<file path="src/rtl/imm_pkg.sv">
// Shared definitions for the wide immediate builder: FSM encoding, extender controls,
// step-count width and the halfword selection helper.
package imm_pkg;

    typedef enum logic [1:0] {
        StIdle,
        StStep,
        StDone
    } state_e;

    localparam int unsigned StepCntW = 3;

    localparam logic [2:0] CtrlB     = 3'b000;
    localparam logic [2:0] CtrlCb    = 3'b001;
    localparam logic [2:0] CtrlImm12 = 3'b010;
    localparam logic [2:0] CtrlMovz  = 3'b100;

    // Lowest set mask bit at or above start; 3'b100 means nothing left to process.
    function automatic logic [2:0] next_sel(input logic [3:0] mask, input logic [2:0] start);
        logic [2:0] sel;
        sel = 3'b100;
        for (int i = 3; i >= 0; i--) begin
            if (mask[i] && (3'(i) >= start)) begin
                sel = 3'(i);
            end
        end
        return sel;
    endfunction

endpackage

</file>
<file path="src/rtl/sign_extender.sv">
// Combinational immediate extender: branch/compare-branch sign extension, imm12 zero
// extension and MOVZ halfword placement.
module sign_extender
    import imm_pkg::*;
(
    input  logic [2:0]  ctrl,
    input  logic [25:0] imm26,
    output logic [63:0] imm_ext
);

    always_comb begin
        imm_ext = '0;
        case (ctrl)
            CtrlB:     imm_ext = {{38{imm26[25]}}, imm26};
            CtrlCb:    imm_ext = {{45{imm26[23]}}, imm26[23:5]};
            CtrlImm12: imm_ext = {52'b0, imm26[21:10]};
            // imm26 = {3'b0, hw[1:0], imm16, 5'b0}
            CtrlMovz:  imm_ext = {48'b0, imm26[20:5]} << {imm26[22:21], 4'b0000};
            default:   imm_ext = '0;
        endcase
    end

endmodule

</file>
<file path="src/rtl/wide_imm_builder.sv">
// Builds a 64-bit constant one MOVZ-extended halfword per step, OR-merged into an accumulator.
// Define MOVK_ZERO_SKIP_EN to skip all-zero halfwords.
module wide_imm_builder
    import imm_pkg::*;
#(
    parameter int unsigned STEP_CYCLES = 1
) (
    input  logic                CLK,
    input  logic                Reset,
    input  logic                ReqValid,
    output logic                ReqReady,
    input  logic [63:0]         ReqValue,
    output logic                RespValid,
    input  logic                RespReady,
    output logic [63:0]         RespValue,
    output logic [StepCntW-1:0] RespSteps,
    output logic                Busy
);

    localparam logic [1:0] CycLast = 2'(STEP_CYCLES - 1);

    state_e              state_q, state_d;
    logic [63:0]         value_q, value_d;
    logic [63:0]         acc_q, acc_d;
    logic [StepCntW-1:0] steps_q, steps_d;
    logic [1:0]          hw_q, hw_d;
    logic [1:0]          cyc_q, cyc_d;
    logic [3:0]          req_mask, val_mask;
    logic [2:0]          sel;
    logic [15:0]         cur_half;
    logic [2:0]          ext_ctrl;
    logic [25:0]         ext_imm;
    logic [63:0]         ext_out;

`ifdef MOVK_ZERO_SKIP_EN
    always_comb begin
        for (int i = 0; i < 4; i++) begin
            req_mask[i] = |ReqValue[16*i +: 16];
            val_mask[i] = |value_q[16*i +: 16];
        end
    end
`else
    assign req_mask = 4'hF;
    assign val_mask = 4'hF;
`endif

    assign cur_half = value_q[{hw_q, 4'b0000} +: 16];
    assign ext_ctrl = (state_q == StStep) ? CtrlMovz : CtrlB;
    assign ext_imm  = (state_q == StStep) ? {3'b000, hw_q, cur_half, 5'b00000} : '0;

    sign_extender u_ext (
        .ctrl    (ext_ctrl),
        .imm26   (ext_imm),
        .imm_ext (ext_out)
    );

    always_comb begin
        state_d = state_q;
        value_d = value_q;
        acc_d   = acc_q;
        steps_d = steps_q;
        hw_d    = hw_q;
        cyc_d   = cyc_q;
        sel     = 3'b100;
        case (state_q)
            StIdle: begin
                if (ReqValid) begin
                    value_d = ReqValue;
                    acc_d   = '0;
                    steps_d = '0;
                    cyc_d   = '0;
                    sel     = next_sel(req_mask, 3'd0);
                    if (sel[2]) begin
                        state_d = StDone;
                    end else begin
                        hw_d    = sel[1:0];
                        state_d = StStep;
                    end
                end
            end
            StStep: begin
                if (cyc_q == CycLast) begin
                    acc_d   = acc_q | ext_out;
                    steps_d = steps_q + 3'd1;
                    cyc_d   = '0;
                    sel     = next_sel(val_mask, {1'b0, hw_q} + 3'd1);
                    if (sel[2]) begin
                        state_d = StDone;
                    end else begin
                        hw_d = sel[1:0];
                    end
                end else begin
                    cyc_d = cyc_q + 2'd1;
                end
            end
            StDone: begin
                if (RespReady) begin
                    state_d = StIdle;
                end
            end
            default: state_d = StIdle;
        endcase
    end

    always_ff @(posedge CLK or posedge Reset) begin
        if (Reset) begin
            state_q <= StIdle;
            value_q <= '0;
            acc_q   <= '0;
            steps_q <= '0;
            hw_q    <= '0;
            cyc_q   <= '0;
        end else begin
            state_q <= state_d;
            value_q <= value_d;
            acc_q   <= acc_d;
            steps_q <= steps_d;
            hw_q    <= hw_d;
            cyc_q   <= cyc_d;
        end
    end

    assign ReqReady  = (state_q == StIdle);
    assign RespValid = (state_q == StDone);
    assign Busy      = (state_q != StIdle);
    assign RespValue = acc_q;
    assign RespSteps = steps_q;

endmodule

</file>
<file path="config.mk">
export PLATFORM = sky130hd
export DESIGN_NAME = wide_imm_builder
export DESIGN_NICKNAME = d
export VERILOG_FILES = /design/src/rtl/imm_pkg.sv /design/src/rtl/sign_extender.sv /design/src/rtl/wide_imm_builder.sv
export SDC_FILE = /design/constraint.sdc
export NUM_CORES = 1
export LEC_CHECK = 0
export ABC_AREA = 1
export CORE_MARGIN = 1
export CORE_UTILIZATION = 40
export CTS_CLUSTER_SIZE = 16
export DETAILED_ROUTE_END_ITERATION = 10
export PLACE_DENSITY_LB_ADDON = 0.25
export SYNTH_ARGS = -nofsm -noshare
export SYNTH_HDL_FRONTEND = slang
export SYNTH_SLANG_ARGS = --single-unit
</file>
<file path="constraint.sdc">
create_clock -name CLK -period 6.5 [get_ports CLK]
set_input_delay 1.3 -clock CLK [delete_from_list [all_inputs] [get_ports CLK]]
set_output_delay 1.3 -clock CLK [all_outputs]
set_load 0.05 [all_outputs]
</file>
==> summary.md <==
| Metric | Value |
|---|---|
| Root buf cell | clkbuf_16 |
| Largest net degree at the start of global routing | 99 |
| Syn nets | 895 |
| Syn avg cell area | 8.032 um2 |
| WP data arrival | 4.03 ns |
| Worst VDD drop | 0.3236 mV |
| Post-CTS setup buffer count | 0 |
| # setup viols final | 0 |
| Endpoints failing hold | 0 |
| Setup TNS | 0 ns |
| Worst path cell trace | clkdlybuf4s50_1 > nand2_4 > clkinv_2 > buf_4 > nand2_1 > o21ai_0 |
| Worst reg2reg startpoint | state_q[0] |
| HP Class | reg2reg |
| Worst-path fanout max | 98 |
| Full die area | 17020 um2 |
| Starting density of the core | 0.4127 |
| RSZ-0062 raised after global routing | false |
| Period utilization | 0.5767 |
| Layout cell share with drive strength beyond 1 | 0.05085 |
| Hold Crit Start | value_q[10] |
| Max-cap violations | 0 |
| CP startpoint | ReqValid |
| Port Buffers | 137 |
| Startpoint Class | input pin |
| DR WL/cell | 15.33 um |
| Later-pin clock latency in the skew report | 0.42 ns |
| CP max stage cell | clkinv_2 |
| Hold path cells | 2 |
| Overflow after GRT | 0 |
| Core area | 16000 um2 |
| Fill count | 1585 |
| Area after DPL | 7918 um2 |
| DRC | 0 |
| Total power | 4.729 mW |
| Gate Count Post-Synth | 822 |
| Status | finished clean |
| Rows | 46 |
| Required @ worst endpoint | 6.79 ns |
| Post-synthesis register bit count | 137 |
| Total CTS buffers | 17 |
| Top Ports | 138 |
| Worst-margin pin slew | 1.189 ns |
| Storage cell area | 3430 um2 |
| Min Tclk post-route | 3.749 ns |
| Post-cts resize count | 0 |
| Routed vias | 5670 |
| Hold Buf Count CTS | 0 |
| Antenna violations before repair | 0 |
| Die Wd | 130.5 um |
| GRT Overall Usage | 0.2243 |
| Warnings, synthesis | 0 |
| Clock buffer depth | 2 |
| Vias/cell | 4.888 |
| Cell area after synthesis | 6603 um2 |
| Worst R2R Path Depth | 6 |
| Yosys cell types | 28 |
| CTS sink count | 137 |
| Leak pwr | 4.174 nW |
| CTS tree | yes |
| First-pass GRT wire length | 28310 um |
| Max Transition Viols Final | 0 |
| Final ANT Viol Nets | 0 |
| DRT Wirelength | 17780 um |
| Crit-path max cell delay | 1.02 ns |
| WS Path Type | in2reg |
| Clock slew at reported path FFs | 0.06 ns |
| H-tree Lvls | 4 |
| DR iter-0 viols | 392 |
| Gp weighted congestion | 0.8497 |
| HPWL after DPL | 11530 um |
| Vias in the first global route | 5455 |
| PwrDens | 556.0 nW/um2 |
| Worst Setup End Kind | flop |
| DR pass1 iterations | 5 |
| Design Area, Final | 8504 um2 |
| ANT cells | 0 |
| Syn-to-layout area delta | 28.80% |
| Final Skew | 0.007358 ns |
| Final nets | 1005 |
| Fmax | 266.8 MHz |
| Rel. slew slack | 0.2066 |
| Die height | 130.5 um |
| WHS | 0.4782 ns |
| Multi-input gate area | 2382 um2 |
| Sequential cell area fraction in the yosys report | 0.5192 |
[per-stage QoR]
step,utilization,cells,worst slack (ns)
2_1_floorplan,-,822,1.532
3_3_place_gp,0.4948,1129,2.395
3_5_place_dp,0.4948,1129,2.313
4_1_cts,0.5315,1160,2.742
5_1_grt,0.5315,1160,2.457
6_report,0.5315,1160,2.751
[per-layer routing]
metal | vias up | global-route usage | part of all wire | wire (um)
met3 | 24 | 0.05741 | 0.073 | 1304
li1 | 2788 | - | - | -
met4 | 0 | 0.08249 | 0.020 | 348
met2 | 192 | 0.3570 | 0.47 | 8281
met1 | 2666 | 0.2963 | 0.44 | 7846
met5 | - | 0 | 0 | 0
[registers in the layout (all words and copies together), names as in the netlist]
register and flops:
hw_q 2, value_q 64, state_q 2, RespSteps 3
RespValue 64, cyc_q 2
[synth_stat cells]
| library cell | n | area share |
|---|---|---|
| buf_1 | 3 | 0.0017 |
| nor2_8 | 2 | 0.0061 |
| buf_2 | 17 | 0.013 |
| nor2_4 | 1 | 0.0017 |
| dfrtp_1 | 137 | 0.52 |
| buf_8 | 1 | 0.0023 |
| nor2_1 | 3 | 0.0017 |
| o31ai_1 | 1 | 0.0011 |
| o21ai_1 | 5 | 0.0038 |
| nand2_4 | 3 | 0.0051 |
| nor2_2 | 1 | 0.00095 |
| inv_1 | 109 | 0.062 |
| clkbuf_1 | 7 | 0.0040 |
| o21ai_0 | 31 | 0.023 |
| ha_1 | 5 | 0.0095 |
| nand3_2 | 2 | 0.0030 |
| nor3_4 | 1 | 0.0025 |
| o211ai_1 | 1 | 0.0011 |
| o21a_1 | 1 | 0.0011 |
| buf_6 | 13 | 0.022 |
| nand3_1 | 70 | 0.053 |
| inv_2 | 3 | 0.0017 |
| buf_4 | 8 | 0.0091 |
| nand2_1 | 316 | 0.18 |
| mux2i_1 | 1 | 0.0015 |
| clkbuf_8 | 2 | 0.0042 |
| a21oi_1 | 45 | 0.034 |
| nand4_1 | 33 | 0.031 |
[worst paths after layout]
| check | endpoint | slack [ns] |
|---|---|---|
| worst max-delay path | value_q[38] | 2.75 |
| worst min-delay path | value_q[10] | 0.48 |
| worst max register to register | value_q[38] | 3.52 |
| worst min register to register | value_q[10] | 0.48 |
| max in group asynchronous | value_q[7] | 3.92 |
| min in group asynchronous | value_q[39] | 1.42 |
[area by class of cell]
type | instances | area share
clock inverter | 9 | 0.01442
multi-input combinational | 522 | 0.2801
clock buffer | 22 | 0.05458
tap | 216 | 0.03178
inverter | 112 | 0.05017
timing repair buffer | 142 | 0.1657
sequential | 137 | 0.4033
[cell families after synthesis]
| kind of cell | count (synthesis) | synth area share |
|---|---|---|
| simple gates | 432 | 0.2850 |
| buf+inv | 163 | 0.1200 |
| flops | 137 | 0.5192 |
| compound gates | 84 | 0.06481 |
| fa+ha+maj | 5 | 0.009475 |
| mux | 1 | 0.001516 |
[where the power goes]
part | switching, mW | leakage (nW) | internal, mW | total [mW]
clock network | 0.353 | 0.290 | 0.618 | 0.971
registers | 0.215 | 1.77 | 1.21 | 1.43
logic | 1.65 | 2.11 | 0.679 | 2.33
total | 2.22 | 4.17 | 2.51 | 4.73
[critical path, delay by kind of cell]
kind	cells	cell delay, ns
and+or+nand+nor	2	0.47
AOI/OAI and AO/OA	1	0.08
buffers and inverters	3	2.16
[cell usage in the layout, fill, tap and decap left out, types with 2 or more instances in the layout]
cell type and instances:
nand2_1 316, bufinv_16 3, nand3_1 70, nor2_8 2
clkbuf_1 3, nand4_1 33, clkdlybuf4s50_1 137, clkbuf_8 2
o21ai_0 31, nand2_4 3, clkbuf_16 17, nand3_2 2
a21oi_1 45, o21ai_1 5, ha_1 5, buf_4 5
inv_2 2, inv_1 108, clkinv_2 6, dfrtp_1 136
nor2_1 3
Note: power is estimated with default switching activity, not from simulation.
